`src/rtl/mem_arb_pkg.sv`:
```
// Shared defaults, FSM states, port ids and response flags for the
// two-port memory arbiter.
package mem_arb_pkg;

  localparam int unsigned ADDR_W_DEF    = 6;
  localparam int unsigned DATA_W_DEF    = 32;
  localparam int unsigned MEM_DEPTH_DEF = 50;

  typedef enum logic [1:0] {
    ST_IDLE  = 2'd0,
    ST_ISSUE = 2'd1,
    ST_RESP  = 2'd2
  } state_e;

  typedef enum logic {
    PORT_IF = 1'b0,
    PORT_DM = 1'b1
  } port_e;

  typedef struct packed {
    logic ack;
    logic err;
  } rsp_flags_t;

endpackage

```
`src/rtl/rr_arbiter2.sv`:
```
// Two-way round-robin grant; the last-granted pointer moves only when a
// grant is actually taken (advance_i).
module rr_arbiter2
  import mem_arb_pkg::*;
(
  input  logic       clk,
  input  logic       reset,
  input  logic [1:0] req_i,
  input  logic       advance_i,
  output logic       gnt_valid_c,
  output port_e      gnt_id_c
);

  port_e last_q, last_d;

  // On a tie the port that was not granted last wins.
  always_comb begin
    gnt_valid_c = |req_i;
    gnt_id_c    = PORT_IF;
    if (req_i[1] && (!req_i[0] || (last_q == PORT_IF))) begin
      gnt_id_c = PORT_DM;
    end
    last_d = last_q;
    if (advance_i && gnt_valid_c) begin
      last_d = gnt_id_c;
    end
  end

  always_ff @(posedge clk) begin
    if (reset) begin
      last_q <= PORT_DM;
    end else begin
      last_q <= last_d;
    end
  end

endmodule

```
`src/rtl/mem_arbiter.sv`:
```
// Arbitrates an instruction-fetch and a data port onto one single-ported
// memory: IDLE samples/latches, ISSUE strobes, RESP acks.
module mem_arbiter
  import mem_arb_pkg::*;
#(
  parameter int unsigned ADDR_W    = ADDR_W_DEF,
  parameter int unsigned DATA_W    = DATA_W_DEF,
  parameter int unsigned MEM_DEPTH = MEM_DEPTH_DEF
) (
  input  logic              clk,
  input  logic              reset,
  input  logic              if_req,
  input  logic              if_we,
  input  logic [ADDR_W-1:0] if_addr,
  input  logic [DATA_W-1:0] if_wdata,
  output logic [DATA_W-1:0] if_rdata,
  output logic              if_ack,
  output logic              if_err,
  input  logic              dm_req,
  input  logic              dm_we,
  input  logic [ADDR_W-1:0] dm_addr,
  input  logic [DATA_W-1:0] dm_wdata,
  output logic [DATA_W-1:0] dm_rdata,
  output logic              dm_ack,
  output logic              dm_err,
  output logic [ADDR_W-1:0] mem_addr,
  output logic [DATA_W-1:0] mem_wdata,
  output logic              mem_write,
  output logic              mem_read,
  input  logic [DATA_W-1:0] mem_rdata
);

  state_e            state_q, state_d;
  port_e             port_q, port_d;
  logic              we_q, we_d;
  logic              oor_q, oor_d;
  logic [ADDR_W-1:0] addr_q, addr_d;
  logic [DATA_W-1:0] wdata_q, wdata_d;
  logic              mem_read_q, mem_read_d;
  logic              mem_write_q, mem_write_d;
  rsp_flags_t        if_rsp_q, if_rsp_d;
  rsp_flags_t        dm_rsp_q, dm_rsp_d;
  logic [DATA_W-1:0] if_hold_q, if_hold_d;
  logic [DATA_W-1:0] dm_hold_q, dm_hold_d;

  logic              gnt_valid_c;
  port_e             gnt_id_c;
  logic              sel_we_c;
  logic [ADDR_W-1:0] sel_addr_c;
  logic [DATA_W-1:0] sel_wdata_c;
  logic              sel_oor_c;
  logic              rd_done_c;

  rr_arbiter2 u_rr (
    .clk         (clk),
    .reset       (reset),
    .req_i       ({dm_req, if_req}),
    .advance_i   (state_q == ST_IDLE),
    .gnt_valid_c (gnt_valid_c),
    .gnt_id_c    (gnt_id_c)
  );

  // Winner's request fields and range check.
  always_comb begin
    sel_we_c    = (gnt_id_c == PORT_DM) ? dm_we    : if_we;
    sel_addr_c  = (gnt_id_c == PORT_DM) ? dm_addr  : if_addr;
    sel_wdata_c = (gnt_id_c == PORT_DM) ? dm_wdata : if_wdata;
    sel_oor_c   = (32'(sel_addr_c) >= MEM_DEPTH);
    rd_done_c   = (state_q == ST_RESP) && !we_q && !oor_q;
  end

  always_comb begin
    state_d     = state_q;
    port_d      = port_q;
    we_d        = we_q;
    oor_d       = oor_q;
    addr_d      = addr_q;
    wdata_d     = wdata_q;
    mem_read_d  = 1'b0;
    mem_write_d = 1'b0;
    if_rsp_d    = '0;
    dm_rsp_d    = '0;
    if_hold_d   = if_hold_q;
    dm_hold_d   = dm_hold_q;
    case (state_q)
      ST_IDLE: begin
        if (gnt_valid_c) begin
          port_d  = gnt_id_c;
          we_d    = sel_we_c;
          addr_d  = sel_addr_c;
          wdata_d = sel_wdata_c;
          oor_d   = sel_oor_c;
          // Out-of-range requests bypass the memory entirely.
          if (sel_oor_c) begin
            state_d = ST_RESP;
            if (gnt_id_c == PORT_DM) dm_rsp_d = '{ack: 1'b1, err: 1'b1};
            else                     if_rsp_d = '{ack: 1'b1, err: 1'b1};
          end else begin
            state_d     = ST_ISSUE;
            mem_read_d  = !sel_we_c;
            mem_write_d = sel_we_c;
          end
        end
      end
      ST_ISSUE: begin
        state_d = ST_RESP;
        if (port_q == PORT_DM) dm_rsp_d = '{ack: 1'b1, err: 1'b0};
        else                   if_rsp_d = '{ack: 1'b1, err: 1'b0};
      end
      ST_RESP: begin
        state_d = ST_IDLE;
        if (rd_done_c) begin
          if (port_q == PORT_DM) dm_hold_d = mem_rdata;
          else                   if_hold_d = mem_rdata;
        end
      end
      default: state_d = ST_IDLE;
    endcase
  end

  always_ff @(posedge clk) begin
    if (reset) begin
      state_q     <= ST_IDLE;
      port_q      <= PORT_IF;
      we_q        <= 1'b0;
      oor_q       <= 1'b0;
      addr_q      <= '0;
      wdata_q     <= '0;
      mem_read_q  <= 1'b0;
      mem_write_q <= 1'b0;
      if_rsp_q    <= '0;
      dm_rsp_q    <= '0;
      if_hold_q   <= '0;
      dm_hold_q   <= '0;
    end else begin
      state_q     <= state_d;
      port_q      <= port_d;
      we_q        <= we_d;
      oor_q       <= oor_d;
      addr_q      <= addr_d;
      wdata_q     <= wdata_d;
      mem_read_q  <= mem_read_d;
      mem_write_q <= mem_write_d;
      if_rsp_q    <= if_rsp_d;
      dm_rsp_q    <= dm_rsp_d;
      if_hold_q   <= if_hold_d;
      dm_hold_q   <= dm_hold_d;
    end
  end

  // Read data is passed straight from memory in RESP, then held.
  assign if_rdata  = (rd_done_c && (port_q == PORT_IF)) ? mem_rdata : if_hold_q;
  assign dm_rdata  = (rd_done_c && (port_q == PORT_DM)) ? mem_rdata : dm_hold_q;
  assign if_ack    = if_rsp_q.ack;
  assign if_err    = if_rsp_q.err;
  assign dm_ack    = dm_rsp_q.ack;
  assign dm_err    = dm_rsp_q.err;
  assign mem_addr  = addr_q;
  assign mem_wdata = wdata_q;
  assign mem_read  = mem_read_q;
  assign mem_write = mem_write_q;

endmodule

```
`config.mk`:
```
export PLATFORM = sky130hd
export DESIGN_NAME = mem_arbiter
export DESIGN_NICKNAME = d
export VERILOG_FILES = /design/src/rtl/mem_arb_pkg.sv /design/src/rtl/rr_arbiter2.sv /design/src/rtl/mem_arbiter.sv
export SDC_FILE = /design/constraint.sdc
export NUM_CORES = 1
export LEC_CHECK = 0
export ABC_AREA = 1
export BUFFER_PORTS_ARGS = -buffer_cell sky130_fd_sc_hd__buf_2
export CORE_UTILIZATION = 30
export DETAILED_ROUTE_END_ITERATION = 16
export PLACE_DENSITY = 0.66
export SETUP_SLACK_MARGIN = 0.05
export SLEW_MARGIN = 30
export SYNTH_ARGS = -nofsm -noshare
export SYNTH_HDL_FRONTEND = slang
export SYNTH_HIERARCHICAL = 1
export SYNTH_SLANG_ARGS = --single-unit
```
`constraint.sdc`:
```
create_clock -name clk -period 1.6 [get_ports clk]
set_clock_uncertainty 0.1 [all_clocks]
set_input_delay 0.24 -clock clk [delete_from_list [all_inputs] [get_ports clk]]
set_output_delay 0.24 -clock clk [all_outputs]
set_load 0.005 [all_outputs]
```
==> metrics.txt <==
FILL cells=1579; RSZ-0062 raised after global routing=true; total chip power=approximately 0.0090 W; TritonCTS clock tree=done; VDD IR max=0.7205 mV; Seq/Total Area, Yosys=0.4581; Hold Crit Start=mem_rdata[20]; Fin. Hold Viols=0; Mapped Nets=about 850; slowest CP cell=dfxtp_2; placed inst area=about 6600 sq um; critical path peak fanout=29; Crit Path Class=flop to primary output; CP startpoint kind=flop; routability congestion estimate=~0.76; DR iter-0 viols=between 150 and 200; internal power=0.006466 W; Die H=approximately 130 um; flops & latches, synth=roughly 110; Syn Area/Cell=6.760 sq um; Crit path max-delay family=buffers and inverters; peak per-stage delay on the critical path=330 ps; clk_lat worst skew=between 400 and 500 ps; CTS Sinks=approximately 110; Clock Tree Root=clkbuf_16; area of the mapped netlist=roughly 5000 sq um; core footprint=roughly 16000 sq um; most frequent cells in the layout=buf_2 (219), nand2_1 (201), inv_1 (138); Yosys cell types=28; Yosys Warn Count=6; die width=roughly 130 um; share of cells above drive strength 1=0.4031; sequential share of power=0.357; RR Startpoint=u_rr/last_q; Comb pwr share=0.239; Slew headroom=0.7276; worst flop-to-flop path endpoint=mem_write; P_leak=about 4.6 nW; Slew Limit Fails=0; wire length per cell=11.29 um; design area=7843 sq um; max_cap viols=0; routed vias/inst=4.275; Final ANT Viol Nets=0; Setup Viol. Count Final=64; I/O pin total=222; H-tree depth=4; clock power share=0.405; post-detail-place hpwl=about 10000 um; vias in the first global route=roughly 4700; clk buf depth=2; number of buffers created by CTS=17; Reg clk slew, reported paths=approximately 50 ps; reg2reg path depth=8; nets@finish=about 1100; Bufs and invs on worst path=4; P&R area growth vs syn=57.41%; Row Count=46; status=finished with violations; initial antenna violation count=0; violated checks=setup timing; Antenna Cells=0; Initial Util=0.3103; Slew @ Worst Pin=around 410 ps; most common cell after layout, fill and taps aside=buf_2; Final min period=slightly below 2000 ps; final core area utilization=0.4884; CP endpoint kind=primary output; Syn Inst Count=between 700 and 800; pre-CTS setup slack=-90.29 ps; fin crit share=1.202; first-pass GRT wire length=between 20000 and 25000 um; die area=17130 sq um; IO Port Bufs=221; Congestion Overflow GR=0; setup TNS=-18710 ps; sw power=about 0.0025 W; Switching Share=0.2807; worst path arrival time=between 1500 and 2000 ps; Pre-antenna DRT Iters=4; Pwr Density=around 1100 nW/um^2; hold depth=3; r2r setup slk=about 90 ps; DR vias=5293; Critical Path RT=approximately 1300 ps; DRC Markers=0; largest net degree at the start of global routing=36; worst setup margin=-322.6 ps; fmax=approximately 520 MHz; Hold EP=if_hold_q[20]; Total GRT Usage=0.1611; Post-Route WL=approximately 14000 um; CP cell instances=inv_2 > nor2_4 > nand3_4 > buf_12 > o21ai_2 > inv_1 > buf_2; Worst Hold Class=input pin to flop
==> state kept, by name, indices dropped and copies added, names as in the netlist <==
| name | cells |
|---|---|
| dm_hold_q | 32 |
| if_hold_q | 32 |
| mem_wdata | 32 |
| mem_addr | 6 |
| state_q | 2 |
| dm_ack | 1 |
| dm_err | 1 |
| if_ack | 1 |
| if_err | 1 |
| mem_read | 1 |
| mem_write | 1 |
| oor_q | 1 |
| port_q | 1 |
| u_rr/last_q | 1 |
| we_q | 1 |
==> timing repair <==
action	4_1_cts	5_1_grt
setup endpoints to repair	66	106
pin swaps	4	12
setup buffers	4	8
cloned	1	0
gates resized for setup	65	46
hold buffers	13	0
endpoints found under the hold margin	21	0
==> power by group through the flow <==
| stage | clock network, W | registers [W] | logic (W) |
|---|---|---|---|
| after floorplan | 0 | 0.00326 | 0.000957 |
| after global placement | 0 | 0.00325 | 0.00183 |
| after detailed placement | 0 | 0.00326 | 0.00184 |
| after CTS | 0.00374 | 0.00321 | 0.00201 |
| after global routing | 0.00387 | 0.00323 | 0.00241 |
| final | 0.00364 | 0.00321 | 0.00215 |
==> worst max-delay path by stage <==
stage / slack (ps) / cells after the start / to / from
3_3_place_gp: -100 / 9 / mem_write / if_req
4_1_cts: -360 / 7 / if_rdata[22] / state_q[1]
2_1_floorplan: 100 / 8 / mem_wdata[10] / u_rr/last_q
5_1_grt: -430 / 7 / dm_rdata[13] / state_q[1]
3_5_place_dp: -90 / 9 / mem_write / if_req
6_report: -320 / 7 / if_rdata[23] / state_q[1]
==> cells in the mapped netlist <==
cell type,count,share of area
clkinv_1,1,0.00075
nand3_1,24,0.024
inv_2,3,0.0023
nor2_4,2,0.0045
a211oi_2,1,0.0025
nand2_1,213,0.16
or2_1,1,0.0013
buf_6,3,0.0068
nand3_4,2,0.0070
o21ai_1,65,0.065
nor2_1,75,0.057
nand2_4,2,0.0045
inv_4,1,0.0013
a21boi_0,1,0.0015
nand2_2,2,0.0025
nand3_2,2,0.0040
buf_4,5,0.0075
o21ai_0,3,0.0030
clkbuf_1,11,0.0083
o22ai_1,2,0.0025
dfxtp_1,114,0.46
a211oi_1,5,0.0075
nand4_1,7,0.0088
a21oi_1,28,0.028
o21ai_2,1,0.0018
nor2_2,2,0.0025
inv_1,140,0.11
buf_2,21,0.021
==> cell type report <==
type | count | area [sq um] | share of cell area
Clock buffer | 22 | 464.2 | 0.05919
Clock inverter | 10 | 108.9 | 0.01388
Inverter | 145 | 549.3 | 0.07004
Multi-Input combinational cell | 438 | 2327 | 0.2967
Sequential cell | 114 | 2291 | 0.2921
Tap cell | 216 | 270.3 | 0.03446
Timing Repair Buffer | 293 | 1832 | 0.2336
==> cells by family (layout without fill, tap and decap cells) <==
family	Yosys count	in the layout	synth area share
AO/OA/AOI/OAI	106	106	0.1123
buffers and inverters	185	470	0.1534
flip-flops	114	114	0.4581
AND/OR/NAND/NOR	332	332	0.2762
==> stage by stage <==
step / hold slack, ps / instances
6_report: 4.970 / 1238
3_3_place_gp: 348.1 / 1180
5_1_grt: 21.71 / 1238
2_1_floorplan: 247.6 / 737
4_1_cts: -18.63 / 1230
3_5_place_dp: 351.3 / 1180
==> layer usage <==
metal,part of all wire,global-route usage
met5,0,0
met4,0.035,0.09466
met3,0.060,0.05130
met2,0.48,0.2639
met1,0.42,0.1844
==> tightest hold or removal path, cell delays in order <==
cell and delay (ps):
buf_2 110, o21ai_2 60, nor2_1 70
(Power assumes the default switching activity.)
